<file path="src/rtl/id_ex_pipeline_reg.sv">
// Decode-to-execute pipeline register: captures the decoder control word and operand data,
// with stall hold, flush/invalid-decode bubble insertion and a saturating bubble counter.
module id_ex_pipeline_reg #(
  parameter int unsigned DATA_WIDTH = 32,
  parameter int unsigned WIDTH_2    = 2,
  parameter int unsigned WIDTH_3    = 3,
  parameter int unsigned WIDTH_ALU  = 4,
  parameter int unsigned WIDTH_REG  = 5,
  parameter int unsigned WIDTH_CNT  = 16
) (
  input  logic                  clk,
  input  logic                  rst,
  input  logic                  stall_e,
  input  logic                  flush_e,
  input  logic                  valid_d,
  input  logic                  reg_write_d,
  input  logic                  mem_write_d,
  input  logic                  alu_src_d,
  input  logic                  branch_d,
  input  logic                  jump_d,
  input  logic                  jump_src_d,
  input  logic [WIDTH_2-1:0]    result_src_d,
  input  logic [WIDTH_ALU-1:0]  alu_control_d,
  input  logic [WIDTH_3-1:0]    funct3_d,
  input  logic [DATA_WIDTH-1:0] rd1_d,
  input  logic [DATA_WIDTH-1:0] rd2_d,
  input  logic [DATA_WIDTH-1:0] pc_d,
  input  logic [DATA_WIDTH-1:0] imm_ext_d,
  input  logic [DATA_WIDTH-1:0] pc_plus4_d,
  input  logic [WIDTH_REG-1:0]  rs1_d,
  input  logic [WIDTH_REG-1:0]  rs2_d,
  input  logic [WIDTH_REG-1:0]  rd_d,
  output logic                  valid_e,
  output logic                  reg_write_e,
  output logic                  mem_write_e,
  output logic                  alu_src_e,
  output logic                  branch_e,
  output logic                  jump_e,
  output logic                  jump_src_e,
  output logic [WIDTH_2-1:0]    result_src_e,
  output logic [WIDTH_ALU-1:0]  alu_control_e,
  output logic [WIDTH_3-1:0]    funct3_e,
  output logic [DATA_WIDTH-1:0] rd1_e,
  output logic [DATA_WIDTH-1:0] rd2_e,
  output logic [DATA_WIDTH-1:0] pc_e,
  output logic [DATA_WIDTH-1:0] imm_ext_e,
  output logic [DATA_WIDTH-1:0] pc_plus4_e,
  output logic [WIDTH_REG-1:0]  rs1_e,
  output logic [WIDTH_REG-1:0]  rs2_e,
  output logic [WIDTH_REG-1:0]  rd_e,
  output logic [WIDTH_CNT-1:0]  bubble_count
);

  logic load_bubble;
  logic cnt_max;

  // A bubble is loaded on flush, or on a normal load of an invalid decode slot.
  assign load_bubble = flush_e | (~stall_e & ~valid_d);
  assign cnt_max     = (bubble_count == {WIDTH_CNT{1'b1}});

  always_ff @(posedge clk) begin
    if (rst || load_bubble) begin
      valid_e       <= 1'b0;
      reg_write_e   <= 1'b0;
      mem_write_e   <= 1'b0;
      alu_src_e     <= 1'b0;
      branch_e      <= 1'b0;
      jump_e        <= 1'b0;
      jump_src_e    <= 1'b0;
      result_src_e  <= '0;
      alu_control_e <= '0;
      funct3_e      <= '0;
      rd1_e         <= '0;
      rd2_e         <= '0;
      pc_e          <= '0;
      imm_ext_e     <= '0;
      pc_plus4_e    <= '0;
      rs1_e         <= '0;
      rs2_e         <= '0;
      rd_e          <= '0;
    end else if (!stall_e) begin
      valid_e       <= valid_d;
      reg_write_e   <= reg_write_d;
      mem_write_e   <= mem_write_d;
      alu_src_e     <= alu_src_d;
      branch_e      <= branch_d;
      jump_e        <= jump_d;
      jump_src_e    <= jump_src_d;
      result_src_e  <= result_src_d;
      alu_control_e <= alu_control_d;
      funct3_e      <= funct3_d;
      rd1_e         <= rd1_d;
      rd2_e         <= rd2_d;
      pc_e          <= pc_d;
      imm_ext_e     <= imm_ext_d;
      pc_plus4_e    <= pc_plus4_d;
      rs1_e         <= rs1_d;
      rs2_e         <= rs2_d;
      rd_e          <= rd_d;
    end
  end

  // Saturating count of bubbles loaded since reset.
  always_ff @(posedge clk) begin
    if (rst) begin
      bubble_count <= '0;
    end else if (load_bubble && !cnt_max) begin
      bubble_count <= bubble_count + WIDTH_CNT'(1);
    end
  end

endmodule

</file>
<file path="config.mk">
export PLATFORM = sky130hd
export DESIGN_NAME = id_ex_pipeline_reg
export DESIGN_NICKNAME = d
export VERILOG_FILES = /design/src/rtl/id_ex_pipeline_reg.sv
export SDC_FILE = /design/constraint.sdc
export NUM_CORES = 1
export LEC_CHECK = 0
export CORE_AREA = 2 2 155 157
export CTS_BUF_LIST = sky130_fd_sc_hd__clkbuf_16
export DETAILED_ROUTE_END_ITERATION = 7
export DIE_AREA = 0 0 157 159
export PLACE_DENSITY_LB_ADDON = 0.25
export REMOVE_ABC_BUFFERS = 1
export SYNTH_ARGS = -nofsm -noshare
export SYNTH_HDL_FRONTEND = slang
export SYNTH_SLANG_ARGS = --single-unit
</file>
<file path="constraint.sdc">
create_clock -name clk -period 2.8 [get_ports clk]
set_input_delay 0.7 -clock clk [delete_from_list [all_inputs] [get_ports clk]]
set_output_delay 0.7 -clock clk [all_outputs]
set_load 0.01 [all_outputs]
</file>
==> results of run 1 <==
[logic make-up (layout without fill, tap and decap cells)]
family          count (synthesis)  in the layout  share of synthesized area
other cells                     0              1                          0
fa+ha+maj                       1              1                    0.00167
compound gates                 29             29                     0.0255
simple gates                  238            238                      0.134
flops                         207            207                      0.555
buf+inv                        51            456                     0.0256
mux                           193            193                      0.259
[registers in the layout (all words and copies together) (netlist names), 4 cells and up]
name	cells
alu_control_e	4
bubble_count	16
imm_ext_e	32
pc_e	32
pc_plus4_e	32
rd1_e	32
rd2_e	32
rd_e	5
rs1_e	5
rs2_e	5
[power groups by stage]
stage,Clock [mW],Sequential [mW],Combinational [mW]
after floorplan,0,3.17,0.230
after global placement,0,3.13,0.822
after detailed placement,0,3.13,0.828
after CTS,3.03,3.07,0.834
after global routing,3.15,3.08,0.883
final,2.91,3.07,0.822
[stage by stage]
step,worst slack (ps),hold slack (ps),instance area (um^2),setup TNS (ps)
final,499,449,12600,0
after global routing,428,492,12600,0
after CTS,489,453,12600,0
after detailed placement,102,443,11800,0
after global placement,140,438,11800,0
after floorplan,-1390,474,7300,-264620
[cells in the final DEF, fill, tap and decap left out, types with 4 or more instances in the layout]
cell | Yosys | layout
a21oi_1 | 12 | 12
buf_12 | 0 | 4
buf_4 | 0 | 4
clkbuf_16 | 0 | 25
clkdlybuf4s50_1 | 0 | 400
clkinv_1 | 0 | 5
clkinv_2 | 0 | 8
dfxtp_1 | 207 | 207
inv_1 | 5 | 7
mux2i_1 | 191 | 191
nand2_1 | 12 | 11
nand3_1 | 6 | 6
nor2_1 | 192 | 192
nor4_1 | 4 | 4
o31ai_1 | 6 | 6
or4_1 | 8 | 8
[area by class of cell]
cell class / count / area, um^2
fill: 2143 / 10600
sequential: 207 / 4140
timing repair buffer: 409 / 4130
multi-input combinational: 461 / 3140
clock buffer: 25 / 626
tap: 319 / 399
clock inverter: 17 / 104
inverter: 5 / 18.8
antenna: 1 / 2.50
[path summary, 6_finish.rpt]
| check | from | cells after the start | endpoint |
|---|---|---|---|
| setup / recovery | bubble_count[8] | 1 | bubble_count[8] |
| setup reg to reg | bubble_count[6] | 4 | bubble_count[15] |
| hold / removal | valid_e | 2 | valid_e |
| hold reg to reg | valid_e | 2 | valid_e |
[layer usage]
metal	vias up	share of wire
met5	-	0
met4	0	0.024
met3	44	0.099
met2	246	0.49
met1	2965	0.39
li1	3223	-
==> metrics.yaml, run 1 <==
outcome: "finished clean"
ys.flop_type: "dfxtp_1"
post-route-min-period_ps: 2300
ys_seq_area_frac: 0.555
path_clk_slew_ps: 60
synth.cell_area_um2: 7470
stdcell_count: 1444
p_sw_frac: 0.230
yosysWarnings: 0
intPower_mw: 5.24
hold_viol: 0
worst_slew_pin_slew_ps: 677
rrSetupSlack_ps: 760
io_buffer_count: 401
drc: 0
comb_power_share: 0.121
clock_power_share: 0.428
drt_iter0_markers: 329
grt_max_degree: 99
vias_per_cell: 4.49
cts_resized: 0
maxCapViolations: 0
wl_mm: 23.4
power_density_nw_per_um2: 541
yosysMostFrequentCell: "dfxtp_1"
synth_seq_cells: 207
overflow: 0
gr-usage-met3: 0.0631
post_cts_buffers: 0
path_max_fanout: 8
area_delta_synth_final_pct: 68.2
required_ps: 2100
crit_slowest_cell: "clkdlybuf4s50_1"
grt_usage: 0.179
ir_drop_mv: 0.397
synthDominantCellAreaShare: 0.555
min_path_type: "flop to flop"
start_util: 0.322
grt_pass1_wl_mm: 35.7
power_frac_seq: 0.451
max_clock_freq_mhz: 435
relSlewSlack: 0.549
cts_made_buffers: 24
power.net_switching_mw: 1.56
synthArstFlopShare: 0
place_inst: 1401
use_met2: 0.321
leakage_nw: 5.07
gp_congestion: 0.809
cp_cell_sequence: "clkdlybuf4s50_1"
critical_path_buf_inv_count: 1
htreeDepth: 1
clock_latency_ps: 510
vias: 6478
fin_crit_sh: 0.822
die_w_um: 157
met1_usage: 0.196
antenna_found_initial: 0
dieArea_um2: 25000
cts_tree: "done"
ios: 402
drive_gt1_frac: 0.0436
hpwl_mm: 16.8
setup_viol: 0
syn_inst: 719
yosys-top-cells-count: "207 x dfxtp_1, 192 x nor2_1, 191 x mux2i_1"
yosys-top-cells-area: "dfxtp_1 55%, mux2i_1 26%, nor2_1 9.6%, clkbuf_1 2.3%, a21oi_1 0.80%"
first_pass_iters: 4
avgSynthCellArea_um2: 10.4
netlist.top_cell.by_area: "dfxtp_1"
busiest_layer: "met2"
clk_path_buf_depth: 3
postCtsHoldBufs: 0
p_total_mw: 6.80
slowest_delay_ps: 610
core_area_um2: 23200
fin_nets: 1304
ys_types: 32
cts-root-buf: "clkbuf_16"
ant_nets: 0
critical_path_class: "flop to output port"
die_y_um: 159
clock_skew_ps: 10.0
cts.sinks: 207
end_kind: "output port"
slew_viol_final: 0
start_kind: "flop"
rsz0062_at_grt: "false"
synth-edff-count: 0
path_delay_family: "buffers and inverters"
fin_util: 0.542
rows: 56
arrival_ps: 1600
routedWlPerCell_um: 16.2
grt_pass1_vias: 6423
Note: power is estimated with default switching activity, not from simulation.
==> run 2: changes to the inputs <==
- CORE_AREA: 2 2 155 157 -> 2 2 154 156
- DIE_AREA: 0 0 157 159 -> 0 0 156 158
- clock period: 2.8 -> 1.95 ns (I/O delays scaled with it)
==> metrics.yaml, run 2 (synthesis gave the netlist of run 1 again) <==
outcome: "finished clean"  # unchanged
fin_crit_sh: 0.979
hold_end: "valid_e"  # unchanged
grt_pass1_vias: 6169  # was 6,423
required_ps: 1460  # was 2100 ps
cp_cell_sequence: "clkdlybuf4s50_1"  # unchanged
seqCellArea_um2: 4150  # was 4140 um^2
grt_usage: 0.172  # was 0.179
htreeDepth: 1  # unchanged
maxCapViolations: 0  # unchanged
cts_tree: "done"  # unchanged
num_antenna_cells: 0  # was 1
die_y_um: 158  # was 159 um
drc: 0  # unchanged
vias_per_cell: 4.56  # was 4.49
postCtsHoldBufs: 0  # unchanged
worst_slew_pin_slew_ps: 862  # was 677 ps
rows: 56  # unchanged
clock_latency_ps: 500  # was 510 ps
drive_gt1_frac: 0.0759  # was 0.0436
overflow: 0  # unchanged
routedWlPerCell_um: 15.7  # was 16.2 um
grt_pass1_wl_mm: 33.8  # was 35.7 mm
wl_mm: 22.8  # was 23.4 mm
tns_ps: 0  # unchanged
antenna_found_initial: 0  # unchanged
path_max_fanout: 5  # was 8
setup_viol: 0  # unchanged
min_path_type: "flop to flop"  # unchanged
cts.sinks: 207  # unchanged
hold_viol: 0  # unchanged
layout_common_cells: "381 x clkdlybuf4s50_1, 203 x dfxtp_1, 192 x nor2_1"  # was 400 x clkdlybuf4s50_1, 207 x dfxtp_1, 192 x nor2_1
io_buffer_count: 401  # unchanged
cts-root-buf: "clkbuf_16"  # unchanged
area_delta_synth_final_pct: 71.6  # was 68.2%
core_area_um2: 23100  # was 23,200 um^2
power_density_nw_per_um2: 732  # was 541 nW/um^2
critical_path_buf_inv_count: 1  # unchanged
r2r_cells: 5  # was 4
grt_max_degree: 110  # was 99
fillers: 2042  # was 2,143
end_kind: "output port"  # unchanged
slew_viol_final: 0  # unchanged
slowest_delay_ps: 550  # was 610 ps
rrSetupSlack_ps: 160  # was 760 ps
rr_endpoint: "bubble_count[10]"  # was bubble_count[15]
vias: 6607  # was 6,478
leakage_nw: 5.41  # was 5.07 nW
dieArea_um2: 24600  # was 25,000 um^2
critical_path_class: "flop to output port"  # unchanged
gp_congestion: 0.807  # was 0.809
ios: 402  # unchanged
drt_iter0_markers: 261  # was 329
post-route-min-period_ps: 1910
first_pass_iters: 4  # unchanged
multiInputGateArea_um2: 3160  # was 3140 um^2
path_delay_family: "buffers and inverters"  # unchanged
ant_nets: 0  # unchanged
rsz0062_at_grt: "false"  # unchanged
cts_made_buffers: 23  # was 24
relSlewSlack: 0.425  # was 0.549
fin_nets: 1343  # was 1,304
post_cts_buffers: 0  # unchanged
holdPathStages: 2  # unchanged
crit_path_start: "bubble_count[15]"  # was bubble_count[8]
holdCritStartpoint: "valid_e"  # unchanged
clock_skew_ps: 5.61  # was 10.0 ps
cts_resized: 18  # was 0
crit_slowest_cell: "clkdlybuf4s50_1"  # unchanged
clk_path_buf_depth: 3  # unchanged
rr_startpoint: "bubble_count[0]"  # was bubble_count[6]
die_w_um: 156  # was 157 um
fin_hold_ws_ps: 459  # was 449 ps
max_clock_freq_mhz: 524
ir_drop_mv: 0.492  # was 0.397 mV
start_util: 0.324  # was 0.322
hpwl_mm: 16.9  # was 16.8 mm
final_common_cell: "clkdlybuf4s50_1"  # unchanged
arrival_ps: 1420  # was 1600 ps
start_kind: "flop"  # unchanged
path_clk_slew_ps: 60  # about the same
-- run 2: cell types whose count changed in the layout (fill, tap and decap cells not counted), moves of 6 or more --
cell / change
clkinv_2: -6
dlygate4sd2_1: +14
buf_12: +6
clkdlybuf4s50_1: -19
buf_4: +34
-- run 2: per-stage QoR --
| step | setup WS (ps) | power (mW) | area (um^2) | cells | utilization |
|---|---|---|---|---|---|
| floorplan | -2020 | 4.88 | 7300 | 673 | - |
| global placement | -505 | 5.73 | 12200 | 1412 | 0.528 |
| detailed placement | -512 | 5.74 | 12200 | 1412 | 0.528 |
| CTS | 0.0592 | 9.54 | 12800 | 1449 | 0.555 |
| global route | 2.03 | 9.79 | 12800 | 1449 | 0.556 |
| finish | 41.2 | 9.39 | 12800 | 1449 | 0.556 |
-- run 2: power breakdown --
group	switching [mW]	total [mW]	internal, mW
clock	1.64	3.75	2.11
sequential	0.0543	4.40	4.34
combinational	0.453	1.24	0.785
total	2.15	9.39	7.24
-- run 2: how the worst max path moves through the flow --
stage                                   to  cells past startpoint  slack [ps]
after global placement    bubble_count[15]                      5        -510
after CTS                        rd2_e[11]                      1        0.06
final                     bubble_count[15]                      1          40
after global routing      bubble_count[15]                      1           2
after floorplan           alu_control_e[0]                      3       -2020
after detailed placement  bubble_count[15]                      5        -510
-- run 2: per-layer routing --
metal / up-vias / wire, um / global-route usage
met5: - / 0 / 0
met4: 0 / 583 / 0.0542
met3: 42 / 2000 / 0.0479
met2: 260 / 11000 / 0.300
met1: 3010 / 9200 / 0.205
li1: 3295 / - / -
-- run 2: worst reg2reg max path, stage by stage (launching register included) --
cell     delay (ps)
dfxtp_1         340
ha_1            230
nand2_1          90
or4_4           500
or4_1           420
a21oi_1         150
-- run 2: layout make-up --
cell class	count	share of cell area
Clock buffer	23	0.0449
Clock inverter	14	0.00429
Inverter	5	0.00146
Multi-Input combinational cell	461	0.247
Sequential cell	207	0.324
Tap cell	290	0.0283
Timing Repair Buffer	449	0.351
==> run 3: changes to the inputs <==
- CORE_AREA: 2 2 154 156 -> unset
- CORE_ASPECT_RATIO: unset -> 0.5
- CORE_UTILIZATION: unset -> 35
- DIE_AREA: 0 0 156 158 -> unset
- clock period: 1.95 -> 1.75 ns (I/O delays scaled with it)
==> metrics.yaml, run 3 (synthesis gave the netlist of run 1 again) <==
grt_max_degree: 54  # was 110
core_area_um2: 20700  # was 23,100 um^2
area_delta_synth_final_pct: 66.7  # was 71.6%
met3_length_um: 903  # was 2.00 mm
clock_latency_ps: 500  # about the same
fin_nets: 1330  # was 1,343
cts_tree: "done"  # unchanged
post-route-min-period_ps: 1710
clock_skew_ps: 1.53  # was 5.61 ps
pre_cts_ws_ps: -658  # was -512 ps
path_delay_family: "simple AND/OR/NAND/NOR gates"  # was buffers and inverters
htreeDepth: 1  # unchanged
clk_path_buf_depth: 3  # unchanged
cts-root-buf: "clkbuf_16"  # unchanged
drive_gt1_frac: 0.0786  # was 0.0759
grt_pass1_wl_mm: 35.6  # was 33.8 mm
fin_ws_ps: 44.0  # was 41.2 ps
antenna_found_initial: 0  # unchanged
cts.sinks: 207  # unchanged
die_w_um: 209  # was 156 um
slew_viol_final: 0  # unchanged
drt_iter0_markers: 272  # was 261
ios: 402  # unchanged
first_pass_iters: 4  # unchanged
leakage_nw: 6.11  # was 5.41 nW
maxCapViolations: 0  # unchanged
setup_viol: 0  # unchanged
fin_crit_sh: 0.975
final_common_cell: "dlygate4sd2_1"  # was clkdlybuf4s50_1
hpwl_mm: 17.4  # was 16.9 mm
relSlewSlack: 0.646  # was 0.425
start_util: 0.360  # was 0.324
power_density_nw_per_um2: 824  # was 732 nW/um^2
required_ps: 2180  # was 1460 ps
max_clock_freq_mhz: 586
arrival_ps: 2140  # was 1420 ps
fin_hold_ws_ps: 453  # was 459 ps
rows: 37  # was 56
vias: 6548  # was 6,607
m1WireLength_mm: 9.84  # was 9.20 mm
outcome: "finished clean"  # unchanged
dieArea_um2: 22000  # was 24,600 um^2
cts_made_buffers: 19  # was 23
routedWlPerCell_um: 16.3  # was 15.7 um
hold_viol: 0  # unchanged
rsz0062_at_grt: "true"  # was false
worst_slew_pin_slew_ps: 526  # was 862 ps
critical_path_buf_inv_count: 0  # was 1
tns_ps: 0  # unchanged
path_max_fanout: 5  # unchanged
ir_drop_mv: 0.626  # was 0.492 mV
fin_util: 0.600  # was 0.556
wl_mm: 23.1  # was 22.8 mm
path_clk_slew_ps: 60  # about the same
die_y_um: 105  # was 158 um
p_total_mw: 10.3  # was 9.39 mW
layout_common_cells: "203 x dlygate4sd2_1, 202 x dfxtp_1, 192 x nor2_1"  # was 381 x clkdlybuf4s50_1, 203 x dfxtp_1, 192 x nor2_1
ant_nets: 0  # unchanged
drc: 0  # unchanged
num_antenna_cells: 0  # unchanged
critical_path_class: "flop to flop"  # was flop to output port
top_layer: "met4"  # unchanged
crit_slowest_cell: "or4_4"  # was clkdlybuf4s50_1
grt_usage: 0.202  # was 0.172
start_kind: "flop"  # unchanged
grt_pass1_vias: 6555  # was 6,169
end_kind: "flop"  # was output port
post_cts_buffers: 0  # unchanged
slowest_delay_ps: 580  # was 550 ps
overflow: 0  # unchanged
wl_met2_mm: 11.9  # was 11.0 mm
cp_cell_sequence: "nand3_2 -> or4_4 -> or4_1 -> a21oi_2"  # was clkdlybuf4s50_1
min_path_type: "input port to flop"  # was flop to flop
gp_congestion: 0.810  # was 0.807
io_buffer_count: 401  # unchanged
vias_per_cell: 4.62  # was 4.56
==> run 3: changes by cell type in the layout (fill, tap and decap cells not counted), moves of 3 or more <==
| cell | delta |
|---|---|
| buf_12 | -3 |
| dfxtp_4 | +3 |
| buf_4 | -6 |
| clkdlybuf4s50_1 | -190 |
| inv_1 | -3 |
| a21oi_1 | -3 |
| dlygate4sd2_1 | +189 |
| clkbuf_2 | +3 |
| clkbuf_16 | -4 |
| dlymetal6s2s_1 | -3 |
| a21oi_2 | +3 |
==> run 3: tightest hold or removal path: cells and delay by family <==
kind / cells / cell delay (ps)
AOI/OAI and AO/OA: 3 / 350
buffers and inverters: 1 / 120
==> run 3: path summary, 6_finish.rpt <==
check	end	slack (ps)	depth (start not counted)	from
max	bubble_count[13]	40	4	bubble_count[2]
min	bubble_count[2]	450	4	valid_d
max reg2reg	bubble_count[13]	40	4	bubble_count[2]
min reg2reg	valid_e	460	2	valid_e
==> run 3: report_power, final <==
group | internal (mW) | switching (mW) | total, mW
Clock | 2.28 | 1.80 | 4.08
Combinational | 0.770 | 0.510 | 1.28
Sequential | 4.84 | 0.0646 | 4.90
==> run 3: layout make-up <==
cell class	count	area [um^2]
Clock inverter	13	114
Clock buffer	19	475
Sequential cell	207	4160
Fill cell	1867	8290
Inverter	5	18.8
Timing Repair Buffer	440	4140
Tap cell	273	342
Multi-Input combinational cell	461	3210
==> run 3: what timing repair did <==
item | CTS | global route
pin swaps | 4 | 1
hold buffers | 0 | 0
endpoints found under the setup margin | 213 | 11
hold endpoints to repair | 0 | 0
gates resized for setup | 219 | 20
==> run 3: layer usage <==
| metal | global-route usage | vias up |
|---|---|---|
| met5 | 0 | - |
| met3 | 0.0411 | 30 |
| met1 | 0.242 | 3128 |
| li1 | - | 3261 |
| met4 | 0.0436 | 0 |
| met2 | 0.374 | 129 |
==> run 3: stage by stage <==
stage	area, um^2	std cells
floorplan	7300	673
finish	12500	1418
CTS	12400	1418
global placement	12000	1386
detailed placement	12000	1386
global route	12500	1418
